===== src/rtl/pwm_pkg.sv =====
// Shared types and reset defaults for the PWM parameter loader.
package pwm_pkg;

  typedef enum logic [1:0] {
    IDLE    = 2'd0,
    PENDING = 2'd1,
    COMMIT  = 2'd2
  } loaderState_t;

  localparam int PKG_BIT_WIDTH     = 16;
  localparam int PKG_DEF_MAX_COUNT = 1000;
  localparam int PKG_DEF_COMPARE   = 500;
  localparam int PKG_DEF_STEP      = 1;
  localparam int PKG_DEF_DEAD      = 10;

endpackage


===== src/rtl/pwm_param_sanitize.sv =====
// Combinational clamp of a requested parameter set into a self-consistent one.
// Each rule builds on the already-corrected MaxCount, so the order matters.
module pwm_param_sanitize #(
  parameter int BIT_WIDTH = pwm_pkg::PKG_BIT_WIDTH
) (
  input  logic [BIT_WIDTH-1:0] rawCompare,
  input  logic [BIT_WIDTH-1:0] rawMaxCount,
  input  logic [BIT_WIDTH-1:0] rawStepSize,
  input  logic [BIT_WIDTH-1:0] rawDeadTime,
  output logic [BIT_WIDTH-1:0] sanCompare,
  output logic [BIT_WIDTH-1:0] sanMaxCount,
  output logic [BIT_WIDTH-1:0] sanStepSize,
  output logic [BIT_WIDTH-1:0] sanDeadTime,
  output logic                 clamped
);

  logic [BIT_WIDTH-1:0] maxFixed;
  logic [BIT_WIDTH-1:0] stepFloor;
  logic [BIT_WIDTH-1:0] halfMax;
  logic                 maxHit;
  logic                 stepZeroHit;
  logic                 stepHit;
  logic                 cmpHit;
  logic                 deadHit;

  always_comb begin
    maxHit      = (rawMaxCount == '0);
    maxFixed    = maxHit ? BIT_WIDTH'(1) : rawMaxCount;

    stepZeroHit = (rawStepSize == '0);
    stepFloor   = stepZeroHit ? BIT_WIDTH'(1) : rawStepSize;
    stepHit     = (stepFloor > maxFixed);
    sanStepSize = stepHit ? maxFixed : stepFloor;

    cmpHit      = (rawCompare > maxFixed);
    sanCompare  = cmpHit ? maxFixed : rawCompare;

    // Dead time may not exceed half the period on either edge of the carrier.
    halfMax     = maxFixed >> 1;
    deadHit     = (rawDeadTime > halfMax);
    sanDeadTime = deadHit ? halfMax : rawDeadTime;

    sanMaxCount = maxFixed;
    clamped     = maxHit | stepZeroHit | stepHit | cmpHit | deadHit;
  end

endmodule


===== src/rtl/pwm_param_loader.sv =====
// Double-buffered parameter loader: host writes land in a shadow set and are
// promoted atomically to the active PWM outputs on the next carrier period start.
module pwm_param_loader
  import pwm_pkg::*;
#(
  parameter int BIT_WIDTH     = PKG_BIT_WIDTH,
  parameter int DEF_MAX_COUNT = PKG_DEF_MAX_COUNT,
  parameter int DEF_COMPARE   = PKG_DEF_COMPARE,
  parameter int DEF_STEP      = PKG_DEF_STEP,
  parameter int DEF_DEAD      = PKG_DEF_DEAD
) (
  input  logic                 MClk,
  input  logic                 Rst,
  input  logic                 WrValid,
  output logic                 WrReady,
  input  logic [BIT_WIDTH-1:0] WrCompare,
  input  logic [BIT_WIDTH-1:0] WrMaxCount,
  input  logic [BIT_WIDTH-1:0] WrStepSize,
  input  logic [BIT_WIDTH-1:0] WrDeadTime,
  input  logic                 PeriodSync,
  input  logic                 ClearFlags,
  output logic [BIT_WIDTH-1:0] Compare,
  output logic [BIT_WIDTH-1:0] PWMMaxCount,
  output logic [BIT_WIDTH-1:0] TriangleStepSize,
  output logic [BIT_WIDTH-1:0] DeadTimeCount,
  output logic                 Committed,
  output logic                 Pending,
  output logic                 ClampFlag,
  output logic                 OverwriteFlag
);

  typedef struct packed {
    logic [BIT_WIDTH-1:0] compare;
    logic [BIT_WIDTH-1:0] maxCount;
    logic [BIT_WIDTH-1:0] stepSize;
    logic [BIT_WIDTH-1:0] deadTime;
  } paramSet_t;

  localparam paramSet_t DEF_SET = '{
    compare:  BIT_WIDTH'(DEF_COMPARE),
    maxCount: BIT_WIDTH'(DEF_MAX_COUNT),
    stepSize: BIT_WIDTH'(DEF_STEP),
    deadTime: BIT_WIDTH'(DEF_DEAD)
  };

  loaderState_t state;
  loaderState_t stateNext;

  paramSet_t sanSet;
  paramSet_t shadowSet;
  paramSet_t stage2Set;
  paramSet_t activeSet;
  logic      stage2Valid;
  logic      sanClamped;

  logic loadShadow;
  logic loadStage2;
  logic promoteStage2;
  logic commitNow;
  logic overwriteEv;
  logic clampEv;

  pwm_param_sanitize #(
    .BIT_WIDTH (BIT_WIDTH)
  ) uSanitize (
    .rawCompare  (WrCompare),
    .rawMaxCount (WrMaxCount),
    .rawStepSize (WrStepSize),
    .rawDeadTime (WrDeadTime),
    .sanCompare  (sanSet.compare),
    .sanMaxCount (sanSet.maxCount),
    .sanStepSize (sanSet.stepSize),
    .sanDeadTime (sanSet.deadTime),
    .clamped     (sanClamped)
  );

  // NOTE: sequential state uses non-blocking assignments so every register
  // samples the pre-edge values, independent of block evaluation order.
  always_ff @(posedge MClk) begin
    if (Rst) state <= IDLE;
    else     state <= stateNext;
  end

  // NOTE: every output of this block gets a default first so no path through
  // the case leaves a signal unassigned, which would infer a latch.
  always_comb begin
    stateNext     = state;
    WrReady       = 1'b1;
    Committed     = 1'b0;
    loadShadow    = 1'b0;
    loadStage2    = 1'b0;
    promoteStage2 = 1'b0;
    commitNow     = 1'b0;
    overwriteEv   = 1'b0;
    // WrReady depends only on state, so WrValid alone qualifies a transfer here.
    case (state)
      IDLE: begin
        if (WrValid) begin
          loadShadow = 1'b1;
          stateNext  = PENDING;
        end
      end
      PENDING: begin
        if (PeriodSync) begin
          commitNow  = 1'b1;
          loadStage2 = WrValid;
          stateNext  = COMMIT;
        end else if (WrValid) begin
          loadShadow  = 1'b1;
          overwriteEv = 1'b1;
        end
      end
      COMMIT: begin
        WrReady   = 1'b0;
        Committed = 1'b1;
        if (stage2Valid) begin
          promoteStage2 = 1'b1;
          stateNext     = PENDING;
        end else begin
          stateNext = IDLE;
        end
      end
      default: stateNext = IDLE;
    endcase
  end

  assign clampEv = (loadShadow | loadStage2) & sanClamped;
  assign Pending = (state == PENDING) | stage2Valid;

  // NOTE: the shadow registers are reset as well, so a reset mid-transaction
  // can never leak a stale set into a later commit.
  always_ff @(posedge MClk) begin
    if (Rst) begin
      shadowSet   <= '0;
      stage2Set   <= '0;
      stage2Valid <= 1'b0;
      activeSet   <= DEF_SET;
    end else begin
      if (loadShadow)         shadowSet <= sanSet;
      else if (promoteStage2) shadowSet <= stage2Set;

      if (loadStage2) begin
        stage2Set   <= sanSet;
        stage2Valid <= 1'b1;
      end else if (promoteStage2) begin
        stage2Valid <= 1'b0;
      end

      if (commitNow) activeSet <= shadowSet;
    end
  end

  // A set event in the same cycle as ClearFlags keeps the flag raised.
  always_ff @(posedge MClk) begin
    if (Rst) begin
      ClampFlag     <= 1'b0;
      OverwriteFlag <= 1'b0;
    end else begin
      if (clampEv)         ClampFlag <= 1'b1;
      else if (ClearFlags) ClampFlag <= 1'b0;

      if (overwriteEv)     OverwriteFlag <= 1'b1;
      else if (ClearFlags) OverwriteFlag <= 1'b0;
    end
  end

  assign Compare          = activeSet.compare;
  assign PWMMaxCount      = activeSet.maxCount;
  assign TriangleStepSize = activeSet.stepSize;
  assign DeadTimeCount    = activeSet.deadTime;

endmodule


===== config.mk =====
export PLATFORM = sky130hd
export DESIGN_NAME = pwm_param_loader
export DESIGN_NICKNAME = d
export VERILOG_FILES = /design/src/rtl/pwm_pkg.sv /design/src/rtl/pwm_param_sanitize.sv /design/src/rtl/pwm_param_loader.sv
export SDC_FILE = /design/constraint.sdc
export NUM_CORES = 1
export LEC_CHECK = 0
export ABC_AREA = 1
export BUFFER_PORTS_ARGS = -buffer_cell sky130_fd_sc_hd__buf_4
export CELL_PAD_IN_SITES_DETAIL_PLACEMENT = 0
export CELL_PAD_IN_SITES_GLOBAL_PLACEMENT = 1
export CORE_ASPECT_RATIO = 1.4
export CORE_UTILIZATION = 42
export DETAILED_ROUTE_END_ITERATION = 8
export PLACE_DENSITY = 0.8
export SYNTH_ARGS = -nofsm -noshare
export SYNTH_HDL_FRONTEND = slang
export SYNTH_HIERARCHICAL = 1
export SYNTH_SLANG_ARGS = --single-unit
export TNS_END_PERCENT = 100

===== constraint.sdc =====
create_clock -name MClk -period 2.45 [get_ports MClk]
set_clock_uncertainty 0.1 [all_clocks]
set_input_delay 0.1225 -clock MClk [delete_from_list [all_inputs] [get_ports MClk]]
set_output_delay 0.1225 -clock MClk [all_outputs]
set_load 0.1 [all_outputs]

==> flow_metrics.env, run 1 <==
export IMPL_dr_first_iter_drc_count=936
export IMPL_layout_common_cells="348 x nand2_1, 219 x buf_4, 195 x dfxtp_1, 147 x nor2_1, 132 x nand4_1"
export IMPL_drive_gt1_frac=0.211
export IMPL_ys_top_cells_by_area="dfxtp_1 38%, nand2_1 13%, nand4_1 7.9%"
export IMPL_cts_buffers=17
export IMPL_final_cell_area_mm2=0.0131
export IMPL_fin_util=0.545
export IMPL_multi_input_area_mm2=0.00549
export IMPL_clock_latency_ps=440
export IMPL_place_ws_ps=-121
export IMPL_p_leak_nw=6.09
export IMPL_portBuffers=137
export IMPL_drc_errors=0
export IMPL_synth_area_leader_cell="dfxtp_1"
export IMPL_worstPathArrival_ps=2640
export IMPL_power_total_mw=8.23
export IMPL_drt_pass1_iterations=5
export IMPL_antenna_found_initial=0
export IMPL_start_util=0.432
export IMPL_rows=67
export IMPL_path_clk_slew_ps=80
export IMPL_clock_path_buffers=2
export IMPL_dp_hpwl_um=21400
export IMPL_cts_tree="built"
export IMPL_synth_top_area_share=0.378
export IMPL_ys_warnings_count=6
export IMPL_die_y_um=188
export IMPL_hold_viol=5
export IMPL_fmax_mhz=421
export IMPL_vias_per_cell=5.36
export IMPL_ant_nets=0
export IMPL_grt_setup_unrepaired="true"
export IMPL_cap_viol_max_count=0
export IMPL_path_class="input port to register"
export IMPL_relSlewSlack=0.483
export IMPL_violations="negative hold slack"
export IMPL_setup_worst_path_start_class="input port"
export IMPL_synthCells=1510
export IMPL_overflow=0
export IMPL_ys_flop_type="dfxtp_1"
export IMPL_dr_total_vias=10582
export IMPL_areaGrowthSynthToFinish_pct=26.0
export IMPL_cp_end_kind="register"
export IMPL_synthArstFlopShare=0
export IMPL_place_congestion=0.935
export IMPL_cts_root_buf="clkbuf_16"
export IMPL_grt_pass1_wl_um=52300
export IMPL_detail_route_wl_per_cell_um=16.8
export IMPL_fin_ws_ps=77.0
export IMPL_dp_cells=1903
export IMPL_cts_sinks=197
export IMPL_layout_commonest_cell="nand2_1"
export IMPL_die_x_um=135
export IMPL_diodes=0
export IMPL_avgSynthCellArea_um2=6.91
export IMPL_grt_pass1_vias=9626
export IMPL_fin_crit_sh=0.969
export IMPL_fin_setup_tns_ps=0
export IMPL_finalCriticalPeriod_ps=2370
export IMPL_hold_path_class="input port to register"
export IMPL_coreArea_mm2=0.0241
export IMPL_nFillCells=2423
export IMPL_critPathRequiredTime_ps=2710
export IMPL_setup_violations=0
export IMPL_syn_cell_area_mm2=0.0104
export IMPL_post_synth_num_cell_types=31
export IMPL_synth_edf_count=0
export IMPL_yosysSeqAreaShare=0.378
export IMPL_wirelength_um=33300
export IMPL_worst_slew_pin_transition_ps=776
export IMPL_final_cells=1975
export IMPL_outcome="finished with violations"
export IMPL_final_seq_area_mm2=0.00395
export IMPL_grt_max_degree=118
export IMPL_nNetsFinal=1768
export IMPL_io_pins=138
export IMPL_finalMaxSlewViolations=0
export IMPL_place_area_mm2=0.0120
export IMPL_cp_max_fo=18
export IMPL_vdd_drop_max_mv=0.429
export IMPL_p_per_area_mw_per_mm2=626
export IMPL_die_area_mm2=0.0255
export IMPL_grt_total_usage=0.260
export IMPL_htree_num_levels=4
export IMPL_whs_ps=-23.7
export IMPL_synth_seq_cells=197
export IMPL_syn_nets=1626
## logic make-up (layout without fill, tap and decap cells)
| logic type | Yosys count | in the layout | share of synthesized area |
|---|---|---|---|
| simple gates | 755 | 755 | 0.323 |
| buf+inv | 258 | 413 | 0.112 |
| fa+ha+maj | 47 | 47 | 0.0564 |
| compound gates | 252 | 252 | 0.131 |
| other cells | 1 | 1 | 0.000359 |
| flops | 197 | 197 | 0.378 |
## timing repair
action / 4_1_cts / 5_1_grt
buffers inserted: 0 / 1
endpoints found under the setup margin: 0 / 44
hold buffers: 34 / 3
resized for setup: 0 / 41
endpoints found under the hold margin: 34 / 3
## worst max-delay path: stages
cell           delay, ps
buf_4                110
dlygate4sd3_1        540
buf_4                140
inv_1                190
ha_1                 290
a21o_1               180
nor2_1               100
nand2_1               60
nand2_1               50
nand2_1               80
nand2_4              100
buf_12               160
nand2_1               70
o21ai_2               90
inv_1                 60
nand2_1               60
nand2_1               90
a21oi_1              130
## area by class of cell
type | instances | area share
clock buffers | 18 | 0.0334
multi-input cells | 1055 | 0.417
inverters | 108 | 0.0311
flip-flops and latches | 197 | 0.300
well taps | 310 | 0.0295
repair buffers | 273 | 0.178
clock inverters | 14 | 0.0104
## final timing paths
kind,start,to,slack (ps),cells past startpoint
worst min-delay path,WrCompare[10],stage2Set[58]$_SDFFE_PP0P_,-20,5
worst min register to register,shadowSet[1]$_SDFFE_PP0P_,DeadTimeCount[1]$_SDFFE_PP1P_,360,2
worst max-delay path,WrMaxCount[8],shadowSet[9]$_SDFFE_PP0P_,80,18
worst max register to register,state[0]$_SDFFE_PP0P_,shadowSet[34]$_SDFFE_PP0P_,570,6
## flip-flops by register name (all words and copies together), names as in the netlist
register	cells
state	2
Compare	16
OverwriteFlag	1
PWMMaxCount	16
stage2Valid	1
DeadTimeCount	16
shadowSet	64
TriangleStepSize	16
ClampFlag	1
stage2Set	64
## power by group
group          leakage [nW]  total [mW]  internal [mW]  switching [mW]
logic                  4.21        1.97          0.706            1.26
clock network         0.275        2.76           1.38            1.38
registers              1.61        3.51           3.39           0.119
total                  6.09        8.23           5.48            2.76
## cells in the mapped netlist, types with 7 or more instances
cell / number
o21ai_1: 47
buf_2: 61
nand4_1: 132
buf_4: 15
nand2_1: 356
nor2_1: 149
nand2_2: 12
ha_1: 47
dfxtp_1: 197
o21ai_2: 24
a21oi_1: 135
nand3_1: 91
buf_6: 7
inv_1: 103
o21ai_0: 42
clkbuf_1: 62
## per-layer routing
metal	global-route usage	share of wire	vias up
li1	-	-	5290
met1	0.379	0.47	4879
met2	0.389	0.44	376
met3	0.0406	0.062	37
met4	0.0817	0.023	0
met5	0	0	-
Note: power is estimated with default switching activity, not from simulation.
==> run 2: changes to the inputs <==
--- a/config.mk
+++ b/config.mk
@@ -9,7 +9,7 @@
 export BUFFER_PORTS_ARGS = -buffer_cell sky130_fd_sc_hd__buf_4
 export CELL_PAD_IN_SITES_DETAIL_PLACEMENT = 0
 export CELL_PAD_IN_SITES_GLOBAL_PLACEMENT = 1
-export CORE_ASPECT_RATIO = 1.4
+export CORE_ASPECT_RATIO = 0.7
 export CORE_UTILIZATION = 42
 export DETAILED_ROUTE_END_ITERATION = 8
 export PLACE_DENSITY = 0.8
==> flow_metrics.env, run 2 (synthesized netlist as in run 1, its figures left out) <==
export IMPL_outcome="finished with violations"
export IMPL_violations="negative hold slack"
export IMPL_io_pins=138
export IMPL_seqPwrFrac=0.426
export IMPL_drt_pass1_iterations=5
export IMPL_layout_common_cells="354 x nand2_1, 209 x buf_4, 195 x dfxtp_1, 147 x nor2_1, 133 x a21oi_1"
export IMPL_reg_top3="shadowSet (64), stage2Set (64)"
export IMPL_whs_ps=-11.1
export IMPL_vias_per_cell=5.37
export IMPL_drive_gt1_frac=0.197
export IMPL_clock_latency_ps=440
export IMPL_final_cell_area_mm2=0.0131
export IMPL_grt_total_usage=0.273
export IMPL_finalMaxSlewViolations=0
export IMPL_crit_start="WrMaxCount[7]"
export IMPL_cts_tree="built"
export IMPL_fmax_mhz=426
export IMPL_ant_nets=0
export IMPL_detail_route_wl_per_cell_um=17.5
export IMPL_hold_path_class="input port to register"
export IMPL_drc_errors=0
export IMPL_dp_hpwl_um=22500
export IMPL_grt_pass1_wl_um=54500
export IMPL_grt_setup_unrepaired="true"
export IMPL_hold_viol=1
export IMPL_cts_sinks=197
export IMPL_antenna_found_initial=0
export IMPL_p_per_area_mw_per_mm2=629
export IMPL_clock_path_buffers=2
export IMPL_cp_max_fo=17
export IMPL_portBuffers=137
export IMPL_power_total_mw=8.25
export IMPL_nFillCells=2357
export IMPL_place_area_mm2=0.0119
export IMPL_die_area_mm2=0.0255
export IMPL_grt_pass1_vias=10156
export IMPL_cp_end_kind="register"
export IMPL_overflow=0
export IMPL_reg2reg_from="state[0]$_SDFFE_PP0P_"
export IMPL_diodes=0
export IMPL_endpoint="shadowSet[51]$_SDFFE_PP0P_"
export IMPL_dp_cells=1901
export IMPL_cts_buffers=17
export IMPL_relSlewSlack=0.507
export IMPL_p_comb_frac=0.237
export IMPL_coreArea_mm2=0.0240
export IMPL_worst_slew_pin_transition_ps=740
export IMPL_worstPathArrival_ps=2620
export IMPL_htree_num_levels=4
export IMPL_dr_first_iter_drc_count=763
export IMPL_path_clk_slew_ps=70
export IMPL_ff2ff_path_depth=6
export IMPL_place_congestion=0.881
export IMPL_path_class="input port to register"
export IMPL_setup_worst_path_start_class="input port"
export IMPL_cap_viol_max_count=0
export IMPL_p_clk_frac=0.338
export IMPL_fin_crit_sh=0.959
export IMPL_grt_max_degree=130
export IMPL_dr_total_vias=10620
export IMPL_final_cells=1977
export IMPL_rows=47
export IMPL_wirelength_um=34600
export IMPL_setup_violations=0
export IMPL_areaGrowthSynthToFinish_pct=25.8
export IMPL_finalCriticalPeriod_ps=2350
export IMPL_final_seq_area_mm2=0.00395
export IMPL_start_util=0.435
export IMPL_layout_commonest_cell="nand2_1"
export IMPL_nNetsFinal=1764
export IMPL_die_x_um=190
export IMPL_p_leak_nw=6.06
export IMPL_reg2reg_to="OverwriteFlag$_SDFFE_PP0P_"
export IMPL_swShare=0.317
export IMPL_vdd_drop_max_mv=0.510
export IMPL_switchingPower_mw=2.62
export IMPL_critPathRequiredTime_ps=2720
export IMPL_cts_root_buf="clkbuf_16"
export IMPL_intPower_mw=5.64
export IMPL_die_y_um=134
export IMPL_multi_input_area_mm2=0.00546
export IMPL_reg2reg_slack_ps=220
run 2: cell types whose count changed in the layout (fill, tap and decap cells not counted), sizes merged:
cell and change:
buf -11, bufinv +2, clkbuf +4, clkinvlp +1, dlygate4sd3 +6, inv -8
run 2: worst min path at each step:
stage / to / startpoint / depth (start not counted)
after global routing: stage2Set[58]$_SDFFE_PP0P_ / WrCompare[10] / 5
final: stage2Set[59]$_SDFFE_PP0P_ / WrCompare[11] / 5
after floorplan: ClampFlag$_SDFFE_PP0P_ / WrValid / 2
after CTS: stage2Set[53]$_SDFFE_PP0P_ / WrCompare[5] / 5
after global placement: ClampFlag$_SDFFE_PP0P_ / ClearFlags / 4
after detailed placement: OverwriteFlag$_SDFFE_PP0P_ / ClearFlags / 4
run 2: power groups by stage:
stage | sequential, mW | clock, mW | combinational, mW
finish | 3.51 | 2.79 | 1.96
global route | 3.53 | 2.97 | 2.14
CTS | 3.51 | 2.82 | 1.87
detailed placement | 3.58 | 0 | 1.81
global placement | 3.58 | 0 | 1.80
floorplan | 3.80 | 0 | 0.995
run 2: repair_timing:
action / CTS / global route
buffers inserted: 0 / 1
endpoints found under the hold margin: 62 / 3
hold buffers: 40 / 3
resized for setup: 0 / 29
setup endpoints to repair: 0 / 47
run 2: per-layer routing:
metal,vias up,part of all wire,track usage
met5,-,0,0
met1,4992,0.46,0.367
met3,55,0.052,0.0460
li1,5282,-,-
met4,0,0.030,0.0938
met2,291,0.46,0.440
run 2: through the flow:
| step | hold slack (ps) | util | TNS (ps) | setup slack (ps) |
|---|---|---|---|---|
| 6_report | -11.1 | 0.547 | 0 | 101 |
| 5_1_grt | 33.8 | 0.547 | -95.0 | -19.9 |
| 4_1_cts | 2.32 | 0.537 | 0 | 25.6 |
| 3_5_place_dp | 295 | 0.497 | -4350 | -182 |
| 3_3_place_gp | 294 | 0.497 | -3210 | -159 |
| 2_1_floorplan | 184 | - | 0 | 332 |
run 2: worst max-delay path: stages:
cell	delay [ps]
buf_4	110
dlygate4sd3_1	550
buf_4	160
inv_4	80
buf_4	140
ha_1	240
a21o_1	160
nor2_1	110
nand2_1	60
nand2_1	60
nand2_2	70
nand2_4	120
buf_12	150
nand2_1	50
o21ai_1	100
inv_1	60
nand2_1	70
nand2_1	70
a21oi_1	110
run 2: area by class of cell:
class,instances,area share
well taps,318,0.0303
clock inverters,9,0.00801
clock buffers,21,0.0351
multi-input cells,1055,0.416
inverters,108,0.0314
flip-flops and latches,197,0.301
repair buffers,269,0.178
==> run 3: changes to the inputs <==
--- a/config.mk
+++ b/config.mk
@@ -6,13 +6,13 @@
 export NUM_CORES = 1
 export LEC_CHECK = 0
 export ABC_AREA = 1
-export BUFFER_PORTS_ARGS = -buffer_cell sky130_fd_sc_hd__buf_4
 export CELL_PAD_IN_SITES_DETAIL_PLACEMENT = 0
 export CELL_PAD_IN_SITES_GLOBAL_PLACEMENT = 1
 export CORE_ASPECT_RATIO = 0.7
-export CORE_UTILIZATION = 42
+export CORE_UTILIZATION = 44
 export DETAILED_ROUTE_END_ITERATION = 8
-export PLACE_DENSITY = 0.8
+export DONT_BUFFER_PORTS = 1
+export PLACE_DENSITY = 0.81
 export SYNTH_ARGS = -nofsm -noshare
 export SYNTH_HDL_FRONTEND = slang
 export SYNTH_HIERARCHICAL = 1
==> flow_metrics.env, run 3 (synthesized netlist as in run 1, its figures left out) <==
export IMPL_outcome="finished clean"
export IMPL_ant_nets=0
export IMPL_overflow=0
export IMPL_whs_ps=32.6
export IMPL_die_y_um=131
export IMPL_die_x_um=186
export IMPL_p_clk_frac=0.375
export IMPL_hold_viol=0
export IMPL_cp_max_fo=32
export IMPL_io_pins=138
export IMPL_cts_buffers=17
export IMPL_p_comb_frac=0.207
export IMPL_fin_ws_ps=324
export IMPL_swShare=0.312
export IMPL_antenna_found_initial=0
export IMPL_cts_sinks=197
export IMPL_crit_top_cell="nand2_1"
export IMPL_place_congestion=0.842
export IMPL_fmax_mhz=470
export IMPL_grt_total_usage=0.282
export IMPL_postCtsSetupRepairBufs=0
export IMPL_path_clk_slew_ps=70
export IMPL_drc_errors=0
export IMPL_path_class="input port to register"
export IMPL_layout_common_cells="355 x nand2_1, 195 x dfxtp_1, 148 x nor2_1, 135 x a21oi_1, 132 x nand4_1"
export IMPL_worst_slew_pin_transition_ps=858
export IMPL_fin_util=0.540
export IMPL_die_area_mm2=0.0243
export IMPL_slowest_delay_ps=260
export IMPL_clock_path_buffers=2
export IMPL_final_cell_area_mm2=0.0124
export IMPL_dr_total_vias=10285
export IMPL_worstPathArrival_ps=2390
export IMPL_dp_hpwl_um=21700
export IMPL_cp_end_kind="register"
export IMPL_intPower_mw=5.77
export IMPL_layout_commonest_cell="nand2_1"
export IMPL_drt_pass1_iterations=5
export IMPL_vias_per_cell=5.46
export IMPL_finalMaxSlewViolations=0
export IMPL_diodes=0
export IMPL_grt_pass1_wl_um=52900
export IMPL_crit_chain="inv_1 -> nand3_1 -> nor3_1 -> nand3_1 -> nand2_2 -> buf_4 -> ha_1 -> inv_1 -> nand2_1 -> nand2_1 -> nand2_1 -> nand2_1 -> nand2_1 -> nand2_1 -> nand2_1 -> nand2_1 -> nand2_2 -> buf_12 -> nand2_1 -> o21ai_1 -> inv_1 -> nand2_1 -> nand2_1 -> a21oi_1"
export IMPL_setup_worst_path_start_class="input port"
export IMPL_nNetsFinal=1674
export IMPL_critical_path_buf_inv_count=5
export IMPL_crit_path_top_delay_cell="nor3_1"
export IMPL_cts_tree="built"
export IMPL_start_util=0.454
export IMPL_finalCriticalPeriod_ps=2130
export IMPL_dr_first_iter_drc_count=995
export IMPL_grt_max_degree=130
export IMPL_coreArea_mm2=0.0230
export IMPL_portBuffers=0
export IMPL_grt_setup_unrepaired="false"
export IMPL_fin_crit_sh=0.868
export IMPL_clock_latency_ps=440
export IMPL_drive_gt1_frac=0.127
export IMPL_p_per_area_mw_per_mm2=676
export IMPL_place_area_mm2=0.0111
export IMPL_detail_route_wl_per_cell_um=18.2
export IMPL_htree_num_levels=4
export IMPL_p_leak_nw=5.60
export IMPL_setup_violations=0
export IMPL_relSlewSlack=0.427
export IMPL_reg_top3="shadowSet (64), stage2Set (64)"
export IMPL_cap_viol_max_count=0
export IMPL_critPathRequiredTime_ps=2720
export IMPL_hold_path_class="input port to register"
export IMPL_place_ws_ps=-219
export IMPL_vdd_drop_max_mv=0.536
export IMPL_cts_root_buf="clkbuf_16"
export IMPL_grt_pass1_vias=9931
export IMPL_seqPwrFrac=0.418
export IMPL_areaGrowthSynthToFinish_pct=18.8
export IMPL_rows=46
export IMPL_crit_family="simple AND/OR/NAND/NOR gates"
export IMPL_wirelength_um=34200
export IMPL_switchingPower_mw=2.62
## run 3: cell types whose count changed in the layout (fill, tap and decap cells not counted), sizes merged
cell	before	now
buf	224	115
bufinv	2	5
clkbuf	24	17
clkinv	4	2
dlygate4sd3	42	64
inv	106	110
## run 3: final cells by class
class | count | area [um2]
inverter | 108 | 405
multi-input combinational | 1055 | 5360
fill | 2270 | 10600
clock inverter | 14 | 225
clock buffer | 17 | 425
sequential | 197 | 3950
tap | 312 | 390
timing repair buffer | 179 | 1650
## run 3: path summary, 6_finish.rpt
check	slack (ps)	to	cells after the start	startpoint
max	320	shadowSet[49]$_SDFFE_PP0P_	24	WrMaxCount[12]
min	30	shadowSet[6]$_SDFFE_PP0P_	2	Rst
max reg2reg	430	stage2Set[22]$_SDFFE_PP0P_	8	state[0]$_SDFFE_PP0P_
min reg2reg	370	PWMMaxCount[6]$_SDFFE_PP1P_	2	shadowSet[38]$_SDFFE_PP0P_
## run 3: layer usage
metal | wire length (um) | global-route usage | vias to the layer above | part of all wire
met5 | 0 | 0 | - | 0
met4 | 1120 | 0.117 | 0 | 0.033
met3 | 2370 | 0.0568 | 65 | 0.069
met2 | 16000 | 0.469 | 337 | 0.47
met1 | 14700 | 0.358 | 4797 | 0.43
li1 | - | - | 5086 | -
## run 3: through the flow
step           instances  setup TNS (ps)  power (mW)
4_1_cts             1882               0        8.41
3_3_place_gp        1786           -1580        5.15
2_1_floorplan       1510               0        4.79
3_5_place_dp        1786           -3570        5.16
5_1_grt             1882               0        8.74
6_report            1882               0        8.39
## run 3: worst reg2reg max path, stage by stage, from the launching register on
cell     delay [ps]
dfxtp_1         340
inv_2           120
nor2_4           70
nand2_2         120
nor2_4           50
inv_2           620
buf_4           360
nor2_1           60
nor2_1          120
## run 3: power by group through the flow
stage	Combinational, mW	Clock [mW]	Sequential, mW
after floorplan	0.995	0	3.80
after global placement	1.57	0	3.57
after detailed placement	1.59	0	3.58
after CTS	1.73	3.18	3.50
after global routing	1.90	3.32	3.52
final	1.74	3.15	3.50
## run 3: what timing repair did
| action | in CTS | in global routing |
|---|---|---|
| endpoints found under the hold margin | 179 | 0 |
| hold buffers | 65 | 0 |
| resized for setup | 0 | 1 |
| setup endpoints to repair | 0 | 7 |
